--- src/rtl/stream_rr_arbiter.sv ---
// N-channel round-robin merger: FWFT readout FIFOs in, one registered stream out.
// Bounded bursts, enable mask, hold requests, optional channel tag in the top data bits.
module stream_rr_arbiter #(
  parameter int CHANNELS   = 4,
  parameter int DATA_WIDTH = 32,
  parameter int MAX_BURST  = 16,
  parameter int TAG_ENABLE = 0,
  localparam int ID_BITS   = (CHANNELS > 1) ? $clog2(CHANNELS) : 1
) (
  input  logic                           BUS_CLK,
  input  logic                           BUS_RST,
  input  logic [CHANNELS-1:0]            WRITE_REQ,
  input  logic [CHANNELS-1:0]            HOLD_REQ,
  input  logic [CHANNELS*DATA_WIDTH-1:0] DATA_IN,
  input  logic [CHANNELS-1:0]            ENABLE_MASK,
  output logic [CHANNELS-1:0]            READ_GRANT,
  input  logic                           READY_OUT,
  output logic                           WRITE_OUT,
  output logic [DATA_WIDTH-1:0]          DATA_OUT,
  output logic [ID_BITS-1:0]             CHANNEL_OUT
);

  localparam int BW = (MAX_BURST > 0) ? $clog2(MAX_BURST + 1) : 1;
  localparam logic [BW-1:0] BURST_MAX = BW'(MAX_BURST);
  localparam logic [ID_BITS-1:0] LAST_INIT = ID_BITS'(CHANNELS - 1);
  localparam logic [0:0] IDLE  = 1'b0;
  localparam logic [0:0] GRANT = 1'b1;

  logic [0:0]            state;
  logic [ID_BITS-1:0]    cur;
  logic [ID_BITS-1:0]    last;
  logic [BW-1:0]         burst_cnt;
  logic [BW-1:0]         burst_next;
  logic [DATA_WIDTH-1:0] words [CHANNELS];
  logic [DATA_WIDTH-1:0] out_word;
  logic [ID_BITS-1:0]    hit_idx;
  logic                  hit_found;
  logic                  slot_free;
  logic                  limit;
  logic                  strobe;
  logic                  leave;
  logic                  cur_req;
  logic                  cur_en;
  logic                  cur_hold;

  always_comb begin
    for (int i = 0; i < CHANNELS; i++) begin
      words[i] = DATA_IN[i*DATA_WIDTH +: DATA_WIDTH];
    end
  end

  // Rotating priority search starting one past the previously served channel.
  always_comb begin
    int idx;
    idx       = 0;
    hit_found = 1'b0;
    hit_idx   = '0;
    for (int k = 0; k < CHANNELS; k++) begin
      idx = int'(last) + 1 + k;
      if (idx >= CHANNELS) idx = idx - CHANNELS;
      if (!hit_found && WRITE_REQ[idx] && ENABLE_MASK[idx]) begin
        hit_found = 1'b1;
        hit_idx   = ID_BITS'(idx);
      end
    end
  end

  always_comb begin
    cur_req   = WRITE_REQ[cur];
    cur_en    = ENABLE_MASK[cur];
    cur_hold  = HOLD_REQ[cur];
    slot_free = !WRITE_OUT || READY_OUT;
    limit     = (MAX_BURST != 0) && !cur_hold && (burst_cnt == BURST_MAX);
    strobe    = (state == GRANT) && !BUS_RST && cur_req && cur_en && slot_free && !limit;
    burst_next = burst_cnt;
    if (strobe && (MAX_BURST != 0) && (burst_cnt != BURST_MAX)) begin
      burst_next = burst_cnt + 1'b1;
    end
    // A disabled channel is dropped even if it asks to hold.
    leave = !cur_en ||
            (!cur_hold && (!cur_req || ((MAX_BURST != 0) && (burst_next == BURST_MAX))));
  end

  always_comb begin
    READ_GRANT = '0;
    if (strobe) READ_GRANT[cur] = 1'b1;
  end

  always_comb begin
    out_word = words[cur];
    if (TAG_ENABLE != 0) out_word[DATA_WIDTH-1 -: ID_BITS] = cur;
  end

  always_ff @(posedge BUS_CLK) begin
    if (BUS_RST) begin
      state     <= IDLE;
      cur       <= '0;
      last      <= LAST_INIT;
      burst_cnt <= '0;
    end else begin
      case (state)
        IDLE: begin
          if (hit_found) begin
            cur       <= hit_idx;
            burst_cnt <= '0;
            state     <= GRANT;
          end
        end
        GRANT: begin
          burst_cnt <= burst_next;
          if (leave) begin
            state <= IDLE;
            last  <= cur;
          end
        end
      endcase
    end
  end

  // Output register only advances when its slot is free, so stalls never drop words.
  always_ff @(posedge BUS_CLK) begin
    if (BUS_RST) begin
      WRITE_OUT   <= 1'b0;
      DATA_OUT    <= '0;
      CHANNEL_OUT <= '0;
    end else if (strobe) begin
      WRITE_OUT   <= 1'b1;
      DATA_OUT    <= out_word;
      CHANNEL_OUT <= cur;
    end else if (READY_OUT) begin
      WRITE_OUT   <= 1'b0;
    end
  end

endmodule

--- config.mk ---
export PLATFORM = sky130hd
export DESIGN_NAME = stream_rr_arbiter
export DESIGN_NICKNAME = d
export VERILOG_FILES = /design/src/rtl/stream_rr_arbiter.sv
export SDC_FILE = /design/constraint.sdc
export NUM_CORES = 1
export LEC_CHECK = 0
export ABC_AREA = 1
export BUFFER_PORTS_ARGS = -buffer_cell sky130_fd_sc_hd__buf_2
export CORE_ASPECT_RATIO = 1.5
export CORE_MARGIN = 2
export CORE_UTILIZATION = 47
export DETAILED_ROUTE_END_ITERATION = 6
export PLACE_DENSITY = 0.86
export SETUP_SLACK_MARGIN = 0.15
export SYNTH_ARGS = -nofsm -noshare
export SYNTH_HDL_FRONTEND = slang
export SYNTH_SLANG_ARGS = --single-unit
--- constraint.sdc ---
create_clock -name BUS_CLK -period 3.4 [get_ports BUS_CLK]
set_input_delay 0.34 -clock BUS_CLK [delete_from_list [all_inputs] [get_ports BUS_CLK]]
set_output_delay 0.34 -clock BUS_CLK [all_outputs]
set_load 0.03 [all_outputs]
# [After elaboration in Yosys (flattened, before gate mapping)]
# Cells that the tools add are included.
[word_totals] register_bits=45 latch_bits=0 mem_bits_rw=0 romBits=0 inputBits=143 out_inout_bits=39 wordCells=120 n_memories=0
[op_classes] n_addsub=9 multipliers=0 div_mod_pow=0 n_lt_le_gt_ge=11 n_eq_ne=4 n_shift=0 n_mux=56 bitwise=2 n_reduce_logical=31
[ops] cell="two-way mux 32 bit" count=6
[ops] cell="< comparator 32 x 4 -> 1 bit, second input constant" count=4
[ops] cell=">= comparator 32 x 4 -> 1 bit, second input constant" count=3
[ops] cell="subtractor 32 x 4 -> 32 bit, second input constant" count=3
[ops] cell="binary-select mux 32 bit (select 2 bit)" count=1
[ops] cell="adder 32 x 2 -> 32 bit, second input constant" count=1
[ops] cell="adder 32 x 3 -> 32 bit, second input constant" count=1
[ops] cell="two-way mux 1 bit" count=28
[ops] cell="binary-select mux 1 bit (select 2 bit)" count=11
[ops] cell="logical AND 1 bit" count=16
[ops] cell="equality test 5 bit, second input constant" count=2
[ops] cell="two-way mux 5 bit" count=2
[ops] cell="one-hot mux 5 bit (2 select lines)" count=1
[ops] cell="logical NOT 1 bit" count=9
[ops] cell="two-way mux 2 bit" count=4
[ops] cell="adder 5 x 1 -> 5 bit, second input constant" count=1
[ops] cell="inequality test 5 bit, second input constant" count=1
[ops] cell="subtractor 4 x 3 -> 5 bit, second input constant" count=1
[ops] cell="adder 3 x 2 -> 4 bit, second input constant" count=1
[ops] cell=">= comparator 4 x 3 -> 1 bit, second input constant" count=1
[ops] cell="two-way mux 4 bit" count=1
[ops] cell="AND reduction 2 bit" count=2
[ops] cell="adder 2 x 1 -> 3 bit, second input constant" count=1
[ops] cell=">= comparator 3 bit, second input constant" count=1
[ops] cell="other kinds (9)" count=11

# [Depth between registers and ports, before layout]
# Gate-level depths: netlist of the first run.
[logic_depth] word_depth=22 ltp_mapped=16 mapped_depth_nobuf=15

# [Worst setup path before layout of the first run]
# No wires, ideal clock.
[synth_timing] path_type="reg-to-output" startpoint="register cur[1]" endpoint="output port READ_GRANT[3]" arrival_time_ps=1859 t_required_ps=3060 path_slack_ps=1201 path_stages_with_launch=14 n_path_buf=3 cell_sequence="dfxtp_1 buf_6 inv_2 nand3b_1 nand2_2 nor2_4 nand2_2 nor2_4 nand2_4 inv_4 buf_8 buf_12 nand2_2 nor2_1"
[synth_between] elab_chain_cells=7 word_cells_on_any_way=19
[synth_rtl] item="start, declared" line_no="30" text="logic [ID_BITS-1:0] cur;"
[synth_rtl] item="start signal, assigned" line_no="104" text="cur <= hit_idx;"
[synth_rtl] item="parallel branches: the longest is 6 deep, another holds < comparator 2 x 3 -> 1 bit"
[synth_rtl] item="two-way mux 4 bit (*)" line_no="86" text="if (strobe) READ_GRANT[cur] = 1'b1;"
[synth_rtl] item="end, declared" line_no="16" text="output logic [CHANNELS-1:0] READ_GRANT,"
# Every way passes the cells marked *. The select of a mux whose other input is x is not followed.

# [Worst setup path after layout of the first run]
# Same ends and word-level chain as after synthesis.

==> summary.md, run 1 <==
| Metric | Value |
|---|---|
| GPL Wtd Cong | `0.9069` |
| Maxcap violations | `0` |
| Hold Crit Class | `input port to register` |
| Total CTS buffers | `5` |
| R2r setup slk | `approximately 700 ps` |
| Die Span Y | `about 100 microns` |
| Mapped Nets | `590` |
| Share of cells above drive strength 1 | `0.3674` |
| RSZ-0062 raised after global routing | `false` |
| Placed Cells incl. Taps | `slightly below 700` |
| I/O pins | `around 180` |
| Initial core utilization | `0.4882` |
| Total Die Area | `0.007035 sq mm` |
| Post-CTS sizing | `0` |
| Clock buffer depth | `2` |
| Initial antenna violation count | `0` |
| Post-Syn Area | `~0.003 sq mm` |
| Most common cell on crit path | `nand2_2` |
| CP Capture Type | `output port` |
| CP Class | `register to output port` |
| WP data arrival | `2590 ps` |
| # Post-CTS Setup Buffers | `0` |
| IO Port Bufs | `181` |
| Antenna Cells | `0` |
| Fin crit period | `2935 ps` |
| Clock share of power | `0.165` |
| Worst-margin pin slew | `1095 ps` |
| DR DRC count | `0` |
| DP HPWL | `7292 microns` |
| Final worst-path cycle share | `0.8631` |
| Core Util, Final | `0.6412` |
| FILL cells | `slightly below 600` |
| # setup viols final | `0` |
| Number of DRC markers in iteration 0 | `~350` |
| WP buf/inv | `3` |
| Final Hold Fails | `0` |
| Yosys cell types | `34` |
| Fin Hold WS | `approximately 330 ps` |
| H-tree depth | `2` |
| Mapped Cells | `about 450` |
| Psw | `1.134 mW` |
| Worst r2r path cells | `11` |
| Critical R2R Capture | `DATA_OUT[27]` |
| Hold Crit Depth | `3` |
| Post-Syn Area per Cell | `approximately 6.7 sq um` |
| Row Count | `35` |
| First-pass GRT wire length | `roughly 15,000 microns` |
| Grt total ovfl | `0` |
| Worst Clk Skew | `17.11 ps` |
| Post-synthesis sequential area ratio | `0.3010` |
| Max stage delay on crit path | `around 580 ps` |
| Clock transition at path regs | `90 ps` |
| Pwr dens | `approximately 610 mW/mm^2` |
| Vias in the first global route | `roughly 3,600` |
| Worst EP required | `around 3000 ps` |
| Slowest stage cell, crit path | `dfxtp_1` |
| Commonest non-fill, non-tap cells in the layout | `buf_2 (181), nand2_1 (131), nand3_1 (48)` |
| Overall power | `between 2 and 2.5 mW` |
| Hold worst-path end | `DATA_OUT[1]` |
| Leakage power | `between 2 and 2.5 nW` |
| R2r startpoint | `cur[1]` |
| Combinational power share | `0.543` |
| Crit path launch | `cur[1]` |
| Crit Path Max Fanout | `32` |
| Synth top area share | `0.3010` |
| Pin count of the biggest net entering global routing | `38` |
| Clk sinks | `45` |
| CP Cell Sequence | `inv_2 > nand3b_1 > nand2_2 > nor2_4 > nand2_2 > nor2_4 > nand2_4 > inv_4 > nand2_2 > nor2_1 > buf_2` |
| Yosys Warn Count | `0` |
| CTS Root Cell | `clkbuf_8` |
| Finished Cell Area | `around 0.004 sq mm` |
| Sequential cell area | `roughly 900 sq um` |
| Sw frac | `0.4721` |
| Delay-heaviest family, CP | `simple AND/OR/NAND/NOR gates` |
| Vias | `3,793` |
| Placed Area | `approximately 0.0038 sq mm` |
| Worst Hold Launch | `DATA_IN[65]` |
| Worst skew pair latency | `approximately 300 ps` |
| Core Region | `~0.006 sq mm` |
| Status | `finished, final reports clean` |
| Slew HR | `0.2694` |
| Crit start category | `register` |
| Hold_buf cts | `0` |
| Flops & latches, synth | `45` |
| Power share of the sequential group | `0.292` |
| DR WL/cell | `14.29 microns` |
| Pint | `roughly 1.3 mW` |
| Commonest non-fill, non-tap cell in the layout | `buf_2` |
| CTS tree | `yes` |
| TNS Setup | `0 ps` |
| Drt first pass iters | `5` |
| Die W | `69.16 microns` |
| Cell taking the most area after synthesis | `dfxtp_1` |
| Maximum vdd drop | `roughly 0.34 mV` |
| Global router's overall resource usage | `0.2690` |
| Final worst setup slack | `roughly 470 ps` |
| Vias per cell | `about 5.6` |
| Antenna Violating Nets Remaining | `0` |
| Max-slew violations | `0` |
| Area occupied by multi-input gates | `about 0.0018 sq mm` |
| Main area contributors after synthesis | `dfxtp_1 (30%), nand2_1 (16%), a221oi_1 (9.4%), nand3_1 (8.0%), a21oi_1 (6.0%)` |
| Nets | `between 700 and 800` |
| Fmax | `approximately 340 MHz` |
| Non-filler cells, final | `around 680` |
| DP Worst Slack | `approximately 720 ps` |
| Synth-to-Final Area Change | `31.35%` |
| Drt total wl | `slightly below 10,000 microns` |
-- cell usage after synthesis, drive strengths merged --
master and instances:
o21ai 42, nor2 22, buf 14, clkbuf 17, nand4 7, xnor2 2, o31ai 1, o22ai 1
nand3b 2, xor2 2, a221oi 32, dfxtp 45, nand2 136, ha 2, a21oi 42, inv 29
o21bai 1, nand3 48
-- flip-flops by register name, indices dropped and copies added, names as in the netlist --
register / flops
DATA_OUT: 32
cur: 2
WRITE_OUT: 1
CHANNEL_OUT: 2
state: 1
burst_cnt: 5
last: 2
-- cells by family (layout without fill, tap and decap cells) --
logic type                 count (synthesis)  count (layout)  share of synthesized area
DFF                                       45              45                     0.3010
AOI/OAI and AO/OA                        119             119                     0.2575
xor gates and xnor gates                   4               4                    0.01171
buffers and inverters                     60             222                     0.1049
adders and majority gates                  2               2                   0.008360
and+or+nand+nor                          215             215                     0.3165
-- worst min-delay path, cell delays in order --
cell	delay, ps
buf_2	80
a221oi_1	60
a21oi_1	120
-- worst max path at each step --
stage | cells after the start | slack [ps] | end
after CTS | 11 | 460 | READ_GRANT[3]
final | 11 | 470 | READ_GRANT[3]
after floorplan | 13 | 1200 | READ_GRANT[3]
after global routing | 11 | 250 | READ_GRANT[3]
after global placement | 11 | 890 | DATA_OUT[28]
after detailed placement | 11 | 720 | DATA_OUT[25]
-- layer usage --
metal	GRT usage	part of all wire	vias up
met5	0	0	-
met4	0.1267	0.023	0
met3	0.04478	0.064	23
met2	0.4993	0.53	175
met1	0.2977	0.38	1737
li1	-	-	1858
-- power groups by stage --
stage | logic, mW | registers [mW] | clock network [mW]
2_1_floorplan | 0.914 | 0.782 | 0
3_3_place_gp | 1.25 | 0.709 | 0
3_5_place_dp | 1.30 | 0.711 | 0
4_1_cts | 1.30 | 0.701 | 0.406
5_1_grt | 1.46 | 0.714 | 0.424
6_report | 1.30 | 0.702 | 0.396
-- layout make-up --
class                   instances  share of cell area
clock buffers                   5             0.01750
clock inverters                 2            0.008912
inverters                      29             0.02833
multi-input cells             340              0.4523
flip-flops and latches         45              0.2295
well taps                      74             0.02355
repair buffers                186              0.2400
No activity file was read; power rests on OpenSTA's default activity.
==> run 2, diff against run 1 <==
- ABC_AREA: 1 -> default
- CTS_CLUSTER_SIZE: default -> 28
- PLACE_DENSITY: 0.86 -> 0.87
==> run 2 against run 1 <==
First-iteration DRC count is 31% lower. Register-to-register slack better by 250 ps. Setup slack improved by 100 ps. Maximum frequency up 3.7%. Sequential share of layout area increased by 0.098 points. Largest power group is now registers. Via count shrank 18%. Power shrank 43%. Die area down 3.0%.
==> summary.md, run 2 <==
| Metric | Value |
|---|---|
| Initial antenna violation count | `0 (unchanged)` |
| Worst Hold Launch | `READY_OUT` |
| Post-CTS sizing | `0 (unchanged)` |
| CTS Root Cell | `clkbuf_8` |
| I/O pins | `182 (unchanged)` |
| Clock transition at path regs | `90 ps (about the same)` |
| Final Hold Fails | `0 (unchanged)` |
| Yosys Warn Count | `0 (unchanged)` |
| DR WL/cell | `15.79 microns (+11%)` |
| Global router's overall resource usage | `0.2649 (-0.004044)` |
| Mapped Cells | `306 (-31%)` |
| Total Die Area | `0.006825 sq mm (-3.0%)` |
| CTS tree | `yes` |
| Nets | `620 (-18%)` |
| Flops & latches, synth | `45 (unchanged)` |
| Core Util, Final | `0.6487 (+0.007430)` |
| DR DRC count | `0 (unchanged)` |
| Commonest non-fill, non-tap cells in the layout | `buf_2 (181), nand2_1 (83), dfxtp_1 (43)` |
| RSZ-0062 raised after global routing | `false` |
| Antenna Violating Nets Remaining | `0 (unchanged)` |
| Crit Path Max Fanout | `36 (+13%)` |
| Biggest regs | `DATA_OUT (32), burst_cnt (5)` |
| Vias per cell | `5.673 (+1.8%)` |
| Mapped Nets | `451 (-24%)` |
| Max-slew violations | `0 (unchanged)` |
| Number of DRC markers in iteration 0 | `239 (-31%)` |
| Slew HR | `0.3806 (+0.1111)` |
| Worst r2r path cells | `6 (-5)` |
| Drt first pass iters | `4 (-1)` |
| R2r startpoint | `cur[0]` |
| Post-synth EDFFs | `0 (unchanged)` |
| Core Region | `0.006043 sq mm (-1.4%)` |
| CP Capture Type | `output port` |
| Initial core utilization | `0.4797 (-0.008453)` |
| Main area contributors after synthesis | `dfxtp_1 (31%), mux4_2 (28%), nand2_1 (11%), a21oi_1 (6.9%), nor2_1 (1.6%)` |
| Top-count cell post-synth | `nand2_1` |
| Fin Hold WS | `398.1 ps (+66.05 ps)` |
| Overall power | `1.380 mW (-43%)` |
| Synth top area share | `0.3107 (+0.009743)` |
| Worst EP required | `3060 ps (about the same)` |
| Fmax | `353.3 MHz (+3.7%)` |
| Hold worst-path end | `WRITE_OUT` |
| # Post-CTS Setup Buffers | `0 (unchanged)` |
| GPL Wtd Cong | `0.9265 (+2.2%)` |
| Vias | `3,120 (-18%)` |
| Synth-to-Final Area Change | `35.22%` |
| TNS Setup | `0 ps (unchanged)` |
| WP data arrival | `2490 ps (-100 ps)` |
| Clk sinks | `45 (unchanged)` |
| IO Port Bufs | `181 (unchanged)` |
| Vias in the first global route | `3,040 (-15%)` |
| Max stage delay on crit path | `580 ps (about the same)` |
| Primary FF master, synth | `dfxtp_1` |
| Worst-margin pin slew | `925.7 ps (-169.0 ps)` |
| Share of cells above drive strength 1 | `0.5105 (+0.1431)` |
| Drt total wl | `8687 microns (-11%)` |
| Worst skew pair latency | `300 ps (about the same)` |
| Pwr dens | `352.1 mW/mm^2 (-42%)` |
| CP Cell Sequence | `mux4_2 > nor4_2 > o21ai_4 > nor3_1 > buf_2` |
| Fin crit period | `2830 ps (-104.6 ps)` |
| Critical R2R Capture | `last[0]` |
| CP Class | `register to output port` |
| Post-Syn Area | `0.002899 sq mm (-3.1%)` |
| Final worst-path cycle share | `0.8324 (-0.03076)` |
| Placed Area | `0.003830 sq mm (about the same)` |
| H-tree depth | `2 (unchanged)` |
| Max FFs per register | `32 (unchanged)` |
| First-pass GRT wire length | `13,750 microns (-11%)` |
| Yosys cell types | `48 (+41%)` |
| Most common library cells after synthesis | `nand2_1 (83), dfxtp_1 (45), a21oi_1 (40)` |
| Cell taking the most area after synthesis | `dfxtp_1` |
| Antenna Cells | `0 (unchanged)` |
| Hold_buf cts | `0 (unchanged)` |
| Hold Crit Class | `input port to register` |
| Clock buffer depth | `2 (unchanged)` |
| Post-synthesis sequential area ratio | `0.3107 (+0.009743)` |
| FFs w/ async S/R, synth | `0 (unchanged)` |
| Leakage power | `1.679 nW (-20%)` |
| Crit start category | `register` |
| FILL cells | `508 (-12%)` |
| Pin count of the biggest net entering global routing | `50 (+32%)` |
| Biggest register | `DATA_OUT` |
| Finished Cell Area | `0.003920 sq mm (-0.29%)` |
| Commonest non-fill, non-tap cell in the layout | `buf_2` |
| Worst Clk Skew | `5.321 ps (-11.79 ps)` |
| Post-Syn Area per Cell | `9.474 sq um (+41%)` |
| Die W | `68.13 microns (-1.5%)` |
| Grt total ovfl | `0 (unchanged)` |
| Maxcap violations | `0 (unchanged)` |
| R2r setup slk | `950 ps (+250 ps)` |
| Status | `finished, final reports clean` |
| Total CTS buffers | `5 (unchanged)` |
| Row Count | `35 (unchanged)` |
| Die Span Y | `100.2 microns (-1.5%)` |
| # setup viols final | `0 (unchanged)` |
| Maximum vdd drop | `0.2405 mV (-30%)` |
| DP HPWL | `6763 microns (-7.3%)` |
| Hold Crit Depth | `4 (+1)` |
| Slowest stage cell, crit path | `mux4_2` |
run 2: cell count changes after synthesis, sizes merged, moves of 25 or more:
cell    change
a221oi     -32
inv        -25
mux4       +36
nand2      -53
nand3      -44
o21ai      -38
run 2: stage by stage:
step                instances  worst slack, ps
floorplan                 306            767.8
global placement          542            819.1
detailed placement        542            714.1
CTS                       550            559.2
global route              550            350.7
finish                    550            569.9
run 2: kinds of logic (layout without fill, tap and decap cells):
group | count (synthesis) | after routing | synth area share
AND/OR/NAND/NOR | 125 | 125 | 0.1951
flip-flops | 45 | 45 | 0.3107
adder cells (fa/ha/maj) | 2 | 2 | 0.008630
multiplexers | 36 | 36 | 0.2797
XOR/XNOR | 3 | 3 | 0.009065
AO/OA/AOI/OAI | 67 | 67 | 0.1506
buffers and inverters | 28 | 198 | 0.04618
run 2: critical path, delay by kind of cell (launching register included):
kind	cells	cell delay [ps]
AO/OA/AOI/OAI	1	370
multiplexers	1	580
AND/OR/NAND/NOR	2	610
buffers and inverters	1	230
flip-flops	1	390
run 2: per-layer routing:
metal	wire length [microns]	global-route usage
met5	0	0
met4	229	0.1046
met3	527	0.04821
met2	4847	0.4750
met1	3082	0.2999
run 2: area by class of cell:
| cell class | count | area [sq um] | share of cell area |
|---|---|---|---|
| multi-input cells | 233 | 1876 | 0.4785 |
| repair buffers | 186 | 943.4 | 0.2407 |
| flip-flops and latches | 45 | 903.4 | 0.2304 |
| well taps | 74 | 92.59 | 0.02362 |
| clock buffers | 5 | 68.82 | 0.01756 |
| clock inverters | 3 | 21.27 | 0.005426 |
| inverters | 4 | 15.01 | 0.003830 |
run 2: how the worst max path moves through the flow:
stage / depth (start not counted) / slack (ps) / to / startpoint
final: 5 / 570 / READ_GRANT[0] / cur[0]
after detailed placement: 7 / 710 / READ_GRANT[0] / ENABLE_MASK[2]
after global placement: 7 / 820 / READ_GRANT[0] / ENABLE_MASK[2]
after global routing: 5 / 350 / READ_GRANT[1] / cur[0]
after CTS: 5 / 560 / READ_GRANT[0] / cur[0]
after floorplan: 5 / 770 / READ_GRANT[0] / cur[0]
run 2: report_power, final:
group,total (mW),internal [mW],switching [mW]
clock network,0.339,0.146,0.193
registers,0.576,0.550,0.0258
logic,0.465,0.244,0.221
total,1.38,0.940,0.440
